===== config.mk =====
export PLATFORM = sky130hd
export DESIGN_NAME = tdc_thermo_encoder_flat
export DESIGN_NICKNAME = d
export VERILOG_FILES = /design/src/rtl/tdc_thermo_encoder_if.sv /design/src/rtl/tdc_thermo_encoder.sv /design/src/flat_wrapper.sv
export SDC_FILE = /design/constraint.sdc
export NUM_CORES = 1
export LEC_CHECK = 0
export CAP_MARGIN = 10
export CORE_MARGIN = 2
export CORE_UTILIZATION = 52
export DETAILED_ROUTE_END_ITERATION = 12
export GPL_ROUTABILITY_DRIVEN = 0
export MAX_ROUTING_LAYER = met4
export PLACE_DENSITY = 0.79
export SYNTH_ARGS = -nofsm -noshare
export SYNTH_HDL_FRONTEND = slang
export SYNTH_SLANG_ARGS = --single-unit

===== constraint.sdc =====
create_clock -name clk -period 3.74 [get_ports clk]
set_input_delay 0.748 -clock clk [delete_from_list [all_inputs] [get_ports clk]]
set_output_delay 0.748 -clock clk [all_outputs]
set_load 0.03 [all_outputs]

===== src/rtl/tdc_thermo_encoder_if.sv =====
// Request channel of the TDC thermometer encoder: bin number plus valid/ready handshake.
// The source drives the master modport, the encoder takes the slave modport.
interface tdc_thermo_encoder_if #(
    parameter int BITS_DECO = 8
);
    logic                 i_bin_valid;
    logic [BITS_DECO-1:0] i_bin;
    logic                 o_bin_ready;

    modport master (output i_bin_valid, output i_bin, input o_bin_ready);
    modport slave  (input i_bin_valid, input i_bin, output o_bin_ready);
endinterface


===== src/rtl/tdc_thermo_encoder.sv =====
// Bin-to-thermometer encoder emulating the TDC start FF column, with request FIFO and auto sweep.
// Optional feature: define TDC_BUBBLE_INJECT_EN to inject LFSR-driven, count-preserving bubbles.
module tdc_thermo_encoder #(
    parameter int NUM_FF     = 240,
    parameter int BITS_DECO  = 8,
    parameter int HOLD_W     = 8,
    parameter int FIFO_DEPTH = 4
) (
    input  logic                 clk,
    input  logic                 rst_n,
    tdc_thermo_encoder_if.slave  req,
    input  logic                 i_sweep_start,
    input  logic [BITS_DECO-1:0] i_sweep_step,
    input  logic [HOLD_W-1:0]    i_hold_cycles,
    output logic [NUM_FF-1:0]    o_thermo,
    output logic                 o_thermo_valid,
    output logic [BITS_DECO-1:0] o_bin_echo,
    output logic                 o_sat,
    output logic                 o_bubble,
    output logic                 o_busy,
    output logic                 o_sweep_done
);
    localparam int BW    = BITS_DECO + 1;
    localparam int PTR_W = (FIFO_DEPTH > 1) ? $clog2(FIFO_DEPTH) : 1;
    localparam int CW    = PTR_W + 1;
    localparam logic [BW-1:0] NUM_FF_B = BW'(NUM_FF);

    typedef enum logic [1:0] {IDLE, HOLD, SWEEP} state_t;

    // ---------------- request FIFO ----------------
    logic [BITS_DECO-1:0] fifo_mem [FIFO_DEPTH];
    logic [PTR_W-1:0]     wr_ptr_reg, rd_ptr_reg;
    logic [CW-1:0]        count_reg;
    logic                 fifo_full, fifo_empty, push_en, pop_en;

    assign fifo_full       = (count_reg == CW'(FIFO_DEPTH));
    assign fifo_empty      = (count_reg == '0);
    assign req.o_bin_ready = !fifo_full;
    assign push_en         = req.i_bin_valid && !fifo_full;

    always_ff @(posedge clk) begin
        if (push_en) begin
            fifo_mem[wr_ptr_reg] <= req.i_bin;
        end
    end

    always_ff @(posedge clk or negedge rst_n) begin
        if (!rst_n) begin
            wr_ptr_reg <= '0;
            rd_ptr_reg <= '0;
            count_reg  <= '0;
        end else begin
            if (push_en) wr_ptr_reg <= wr_ptr_reg + PTR_W'(1);
            if (pop_en)  rd_ptr_reg <= rd_ptr_reg + PTR_W'(1);
            case ({push_en, pop_en})
                2'b10:   count_reg <= count_reg + CW'(1);
                2'b01:   count_reg <= count_reg - CW'(1);
                default: count_reg <= count_reg;
            endcase
        end
    end

    // ---------------- control ----------------
    state_t               state_reg, state_next;
    logic [HOLD_W-1:0]    cnt_reg, cnt_next;
    logic [BW-1:0]        sweep_bin_reg, sweep_bin_next;
    logic [BITS_DECO-1:0] step_reg, step_next;
    logic [BW-1:0]        fifo_bin, sweep_sum, load_bin;
    logic                 load_en, load_sat, clear_out, done_next;

    assign fifo_bin  = BW'(fifo_mem[rd_ptr_reg]);
    // BW bits hold NUM_FF plus a full step, so this sum never wraps
    assign sweep_sum = sweep_bin_reg + BW'(step_reg);

    always_comb begin
        state_next     = state_reg;
        cnt_next       = cnt_reg;
        sweep_bin_next = sweep_bin_reg;
        step_next      = step_reg;
        pop_en         = 1'b0;
        load_en        = 1'b0;
        load_bin       = '0;
        load_sat       = 1'b0;
        clear_out      = 1'b0;
        done_next      = 1'b0;
        case (state_reg)
            IDLE: begin
                if (i_sweep_start) begin
                    state_next     = SWEEP;
                    load_en        = 1'b1;
                    sweep_bin_next = '0;
                    step_next      = (i_sweep_step == '0) ? BITS_DECO'(1) : i_sweep_step;
                end else if (!fifo_empty) begin
                    state_next = HOLD;
                    pop_en     = 1'b1;
                    load_en    = 1'b1;
                    load_sat   = (fifo_bin > NUM_FF_B);
                    load_bin   = load_sat ? NUM_FF_B : fifo_bin;
                end
            end
            HOLD: begin
                if (cnt_reg != '0) begin
                    cnt_next = cnt_reg - HOLD_W'(1);
                end else if (!fifo_empty) begin
                    pop_en   = 1'b1;
                    load_en  = 1'b1;
                    load_sat = (fifo_bin > NUM_FF_B);
                    load_bin = load_sat ? NUM_FF_B : fifo_bin;
                end else begin
                    state_next = IDLE;
                    clear_out  = 1'b1;
                end
            end
            SWEEP: begin
                if (cnt_reg != '0) begin
                    cnt_next = cnt_reg - HOLD_W'(1);
                end else if (sweep_bin_reg >= NUM_FF_B) begin
                    state_next = IDLE;
                    clear_out  = 1'b1;
                    done_next  = 1'b1;
                end else begin
                    // an overshooting step lands exactly on NUM_FF so the full-ones word is never skipped
                    load_en        = 1'b1;
                    load_bin       = (sweep_sum > NUM_FF_B) ? NUM_FF_B : sweep_sum;
                    sweep_bin_next = load_bin;
                end
            end
            default: begin
                state_next = IDLE;
                clear_out  = 1'b1;
            end
        endcase
        if (load_en) begin
            cnt_next = i_hold_cycles;
        end
    end

    // ---------------- word encoding ----------------
    logic [NUM_FF-1:0] thermo_clean, load_word;
    logic              load_bubble;

    genvar gi;
    generate
        for (gi = 0; gi < NUM_FF; gi++) begin : g_thermo
            assign thermo_clean[gi] = (load_bin > BW'(gi));
        end
    endgenerate

`ifdef TDC_BUBBLE_INJECT_EN
    localparam int IW = $clog2(NUM_FF);
    logic [15:0]   lfsr_reg;
    logic [IW-1:0] bub_lo, bub_hi;

    assign bub_lo      = IW'(load_bin - BW'(2));
    assign bub_hi      = IW'(load_bin + BW'(1));
    assign load_bubble = lfsr_reg[0] && (load_bin >= BW'(2)) && (load_bin <= BW'(NUM_FF - 2));

    // moving one 1 from below the edge to just above it keeps the ones count equal to b
    always_comb begin
        load_word = thermo_clean;
        if (load_bubble) begin
            load_word[bub_lo] = 1'b0;
            load_word[bub_hi] = 1'b1;
        end
    end

    always_ff @(posedge clk or negedge rst_n) begin
        if (!rst_n) begin
            lfsr_reg <= 16'hACE1;
        end else if (load_en) begin
            lfsr_reg <= {lfsr_reg[0] ^ lfsr_reg[2] ^ lfsr_reg[3] ^ lfsr_reg[5], lfsr_reg[15:1]};
        end
    end
`else
    assign load_bubble = 1'b0;
    assign load_word   = thermo_clean;
`endif

    // ---------------- registered state and outputs ----------------
    logic [NUM_FF-1:0]    thermo_reg;
    logic [BITS_DECO-1:0] echo_reg;
    logic                 valid_reg, sat_reg, bubble_reg, done_reg;

    always_ff @(posedge clk or negedge rst_n) begin
        if (!rst_n) begin
            state_reg     <= IDLE;
            cnt_reg       <= '0;
            sweep_bin_reg <= '0;
            step_reg      <= '0;
            thermo_reg    <= '0;
            echo_reg      <= '0;
            valid_reg     <= 1'b0;
            sat_reg       <= 1'b0;
            bubble_reg    <= 1'b0;
            done_reg      <= 1'b0;
        end else begin
            state_reg     <= state_next;
            cnt_reg       <= cnt_next;
            sweep_bin_reg <= sweep_bin_next;
            step_reg      <= step_next;
            done_reg      <= done_next;
            if (load_en) begin
                thermo_reg <= load_word;
                echo_reg   <= load_bin[BITS_DECO-1:0];
                valid_reg  <= 1'b1;
                sat_reg    <= load_sat;
                bubble_reg <= load_bubble;
            end else if (clear_out) begin
                thermo_reg <= '0;
                echo_reg   <= '0;
                valid_reg  <= 1'b0;
                sat_reg    <= 1'b0;
                bubble_reg <= 1'b0;
            end
        end
    end

    assign o_thermo       = thermo_reg;
    assign o_thermo_valid = valid_reg;
    assign o_bin_echo     = echo_reg;
    assign o_sat          = sat_reg;
    assign o_bubble       = bubble_reg;
    assign o_busy         = (state_reg != IDLE);
    assign o_sweep_done   = done_reg;
endmodule


===== src/flat_wrapper.sv =====
// flat-port wrapper written by rule: the top's interface ports become plain ports
module tdc_thermo_encoder_flat 
#(
    parameter int NUM_FF     = 240,
    parameter int BITS_DECO  = 8,
    parameter int HOLD_W     = 8,
    parameter int FIFO_DEPTH = 4
)
  (clk, rst_n, i_sweep_start, i_sweep_step, i_hold_cycles, o_thermo, o_thermo_valid, o_bin_echo, o_sat, o_bubble, o_busy, o_sweep_done, req_i_bin_valid, req_i_bin, req_o_bin_ready);
  tdc_thermo_encoder_if #(.BITS_DECO(BITS_DECO)) req_i ();
  input  logic clk;
  input  logic rst_n;
  input  logic i_sweep_start;
  input  logic [BITS_DECO-1:0] i_sweep_step;
  input  logic [HOLD_W-1:0] i_hold_cycles;
  output logic [NUM_FF-1:0] o_thermo;
  output logic o_thermo_valid;
  output logic [BITS_DECO-1:0] o_bin_echo;
  output logic o_sat;
  output logic o_bubble;
  output logic o_busy;
  output logic o_sweep_done;
  input wire logic [$bits(req_i.i_bin_valid)-1:0] req_i_bin_valid;
  input wire logic [$bits(req_i.i_bin)-1:0] req_i_bin;
  output wire logic [$bits(req_i.o_bin_ready)-1:0] req_o_bin_ready;
  assign req_i.i_bin_valid = req_i_bin_valid;
  assign req_i.i_bin = req_i_bin;
  assign req_o_bin_ready = req_i.o_bin_ready;
  tdc_thermo_encoder #(.NUM_FF(NUM_FF), .BITS_DECO(BITS_DECO), .HOLD_W(HOLD_W), .FIFO_DEPTH(FIFO_DEPTH)) u_core (.clk(clk), .rst_n(rst_n), .req(req_i), .i_sweep_start(i_sweep_start), .i_sweep_step(i_sweep_step), .i_hold_cycles(i_hold_cycles), .o_thermo(o_thermo), .o_thermo_valid(o_thermo_valid), .o_bin_echo(o_bin_echo), .o_sat(o_sat), .o_bubble(o_bubble), .o_busy(o_busy), .o_sweep_done(o_sweep_done));
endmodule

==> key figures <==
Outcome
  – Status: completed

Die
  – Chip Width: between 150 and 200 microns
  – Total die area: 27600 sq um
  – Initial Util: 52.8%
  – Rows: ~60
  – Core region area: around 26000 sq um
  – Die Span Y: between 150 and 200 microns
  – I/O pin count: approximately 280

Synth
  – Post-synth EDFFs: 32
  – Seq cells post-synth: 317
  – Ys async rst share: between 80% and 90%
  – Register area share after synthesis: 59.2%
  – Mapped Cells: roughly 1200
  – Mapped Area: 13700 sq um
  – Syn Area/Cell: between 10 and 15 sq um
  – Synth Flop Type: dfrtp_1
  – Synth warn: 0
  – Syn Nets: 1221
  – Synth cell types: 73

Clocking
  – Clk_lat worst skew: 0.53 ns
  – Reg clk slew, reported paths: around 0.060 ns
  – CTS sink cnt: about 320
  – CTS Buf Count: 34
  – CTS Buffer Depth: 3
  – Post-CTS Hold Fix Bufs: 0
  – Root Driver: clkbuf_16
  – CTS H-tree depth: 2
  – TritonCTS clock tree: yes

Worst setup path
  – CP required: 4.15 ns
  – Slowest CP cell: fa_1
  – CP Cell Sequence: ha_1 > inv_1 > fa_1 > nand2b_1 > a211oi_4 > buf_4 > o21ai_1 > o21ai_2 > a211oi_1 > a21oi_1 > nand2b_2 > buf_4 > nor2_1 > buf_4 > a2111o_1
  – Crit path DAT: between 4 and 5 ns
  – Critical path fanouts, max: 10
  – WS Path Type: reg2reg
  – Worst setup SP type: register
  – Delay-heaviest family, CP: compound AO/OA/AOI/OAI gates
  – Buf/Inv on CP: 4
  – Critical path endpoint category: register
  – Most used cell, CP: buf_4
  – Slowest Stage Delay on Critical Path: ~0.40 ns

Timing
  – Final Cycle Share: a little over nine tenths
  – Setup TNS: 0 ns
  – Hold_ws: approximately 0.28 ns
  – Clock Skew: 0.0266 ns
  – Worst-margin pin slew: 0.859 ns
  – Crit path time final: between 3 and 4 ns
  – Fmax: around 270 MHz
  – Final Max Slew Viols: 0
  – # setup viols final: 0
  – Setup repair after global routing missed its margin: true
  – Max-slew headroom: ~43%
  – Fin. Hold Viols: 0

Drt
  – Post-Route WL: about 47 mm
  – Residual DRC: 0
  – Drt wl/cell: ~25 microns
  – Number of routed nets with antenna violations: 0
  – DR iter-0 viols: approximately 1500
  – Vias: approximately 12000
  – Vias/cell: 6.58
  – 1st-pass router iterations: 6

Global routing
  – Grt ovf: 0
  – Vias in the first global route: 12075
  – Largest net degree at the start of global routing: 108
  – First-pass GRT wire length: just over 70 mm
  – Total Routing Usage GR: roughly a third
  – Antenna violations before repair: 0

Finish
  – Most common cell after layout, fill and taps aside: dfrtp_1
  – Final Util: about 73%
  – Share of cells above drive strength 1: around 16%
  – Multi-input gate area: 5370 sq um
  – Fin nets: about 1600
  – Number of flip-flops in the largest register: 240
  – Reg area: 8090 sq um
  – Fin area: around 19000 sq um
  – # diodes: 0
  – Number of fillers in the final layout: about 1700
  – Commonest cells after routing, fill and taps aside: dfrtp_1 (285), clkdlybuf4s50_1 (279), nand2_1 (148)
  – Synthesis-to-finish area growth: 37.5%

Pwr
  – Static leakage: roughly 8.6 nW
  – Peak VDD IR: around 640 uV
  – PwrDens: around 970 nW/um^2

Place
  – Area after DPL: between 15000 and 20000 sq um
  – I/O Buffers: between 200 and 300
  – HPWL after DPL: roughly 33 mm

Hold path
  – Min-delay worst type: in2async

Flow run
  – Maxcap violations: 0
## worst reg2reg max path, stage by stage (launching register included)
cell      delay [ns]
dfrtp_1         0.35
ha_1            0.18
inv_1           0.06
fa_1            0.40
nand2b_1        0.21
a211oi_4        0.26
buf_4           0.17
o21ai_1         0.14
o21ai_2         0.32
a211oi_1        0.11
a21oi_1         0.19
nand2b_2        0.27
buf_4           0.25
nor2_1          0.09
buf_4           0.19
a2111o_1        0.39
## path summary, 6_finish.rpt
| check | start | to | slack (ns) | cells after the start |
|---|---|---|---|---|
| max | u_core.sweep_bin_reg[0]$_DFFE_PN0P_ | u_core.o_thermo[20]$_DFFE_PN0P_ | 0.06 | 15 |
| min | rst_n | u_core.cnt_reg[4]$_DFFE_PN0P_ | 0.28 | 1 |
| max reg2reg | u_core.sweep_bin_reg[0]$_DFFE_PN0P_ | u_core.o_thermo[20]$_DFFE_PN0P_ | 0.06 | 15 |
| min reg2reg | u_core.o_thermo[234]$_DFFE_PN0P_ | u_core.o_thermo[234]$_DFFE_PN0P_ | 0.47 | 2 |
| max in group asynchronous | rst_n | u_core.o_thermo[158]$_DFFE_PN0P_ | 2.54 | 2 |
| min in group clk | u_core.o_thermo[234]$_DFFE_PN0P_ | u_core.o_thermo[234]$_DFFE_PN0P_ | 0.47 | 2 |
## stage by stage
stage,total power (W),instances,worst slack [ns]
finish,0.0182,1871,0.0619
global route,0.0189,1871,-0.0522
CTS,0.0178,1866,0.0185
detailed placement,0.0144,1806,-0.0555
global placement,0.0142,1806,0.0174
floorplan,0.0106,1173,0.443
## cell usage after synthesis, drive strengths merged, types with 3 or more instances
cell type | n | share of area (%)
or3 | 5 | 0.27
clkbuf | 55 | 1.5
a21boi | 4 | 0.22
nand4 | 8 | 0.37
nor3 | 18 | 0.81
o311ai | 5 | 0.32
nor4 | 7 | 0.59
a21o | 41 | 2.3
xnor2 | 6 | 0.38
nor2 | 47 | 1.4
a31oi | 5 | 0.23
or4 | 3 | 0.16
a211oi | 9 | 0.57
and3 | 10 | 0.46
a221o | 102 | 7.5
nand2 | 152 | 4.2
nand3 | 25 | 0.92
a22oi | 6 | 0.33
o21a | 5 | 0.27
o211ai | 9 | 0.49
xor2 | 11 | 0.70
ha | 18 | 1.6
inv | 19 | 0.52
edfxtp | 32 | 7.0
dfrtp | 285 | 52
and4 | 3 | 0.19
mux4 | 8 | 1.3
and2 | 9 | 0.41
or2 | 3 | 0.14
a211o | 13 | 0.83
o21ai | 73 | 2.7
buf | 31 | 1.3
mux2 | 8 | 0.66
o31ai | 15 | 1.0
a22o | 22 | 1.4
nand2b | 3 | 0.14
a21oi | 65 | 2.4
a2111o | 5 | 0.41
## layer usage
| layer | vias up | track usage [%] | part of all wire, % |
|---|---|---|---|
| li1 | 5091 | - | - |
| met1 | 6102 | 44.3 | 38 |
| met2 | 918 | 52.8 | 46 |
| met3 | 194 | 7.60 | 11 |
| met4 | 0 | 15.2 | 5.1 |
| met5 | - | - | 0 |
## kinds of logic (layout without fill, tap and decap cells)
family / after synthesis / after routing / share of synthesized area (%)
and+or+nand+nor: 299 / 299 / 10.3
muxes: 16 / 16 / 1.98
AOI/OAI and AO/OA: 398 / 398 / 22.1
xor gates and xnor gates: 17 / 17 / 1.09
adders and majority gates: 20 / 20 / 1.94
other: 1 / 1 / 0.0274
buffers and inverters: 105 / 468 / 3.31
DFF: 317 / 317 / 59.2
## power by group
group | switching [W] | internal (W)
registers | 0.000772 | 0.00456
logic | 0.00586 | 0.00359
clock network | 0.00140 | 0.00199
total | 0.00803 | 0.0101
## timing repair
action                                 CTS  global route
endpoints found under the hold margin    0             0
buffers inserted                         0             5
pin swaps                                0             4
gates resized for setup                  4            40
setup endpoints to repair                6           183
## final cells by class
type / count / area share, %
Multi-Input combinational cell: 751 / 28.6
Sequential cell: 317 / 43.0
Clock buffer: 47 / 5.21
Timing Repair Buffer: 389 / 19.8
Clock inverter: 13 / 0.792
Inverter: 19 / 0.379
Tap cell: 335 / 2.23
Power figures use the tool's default switching activity.
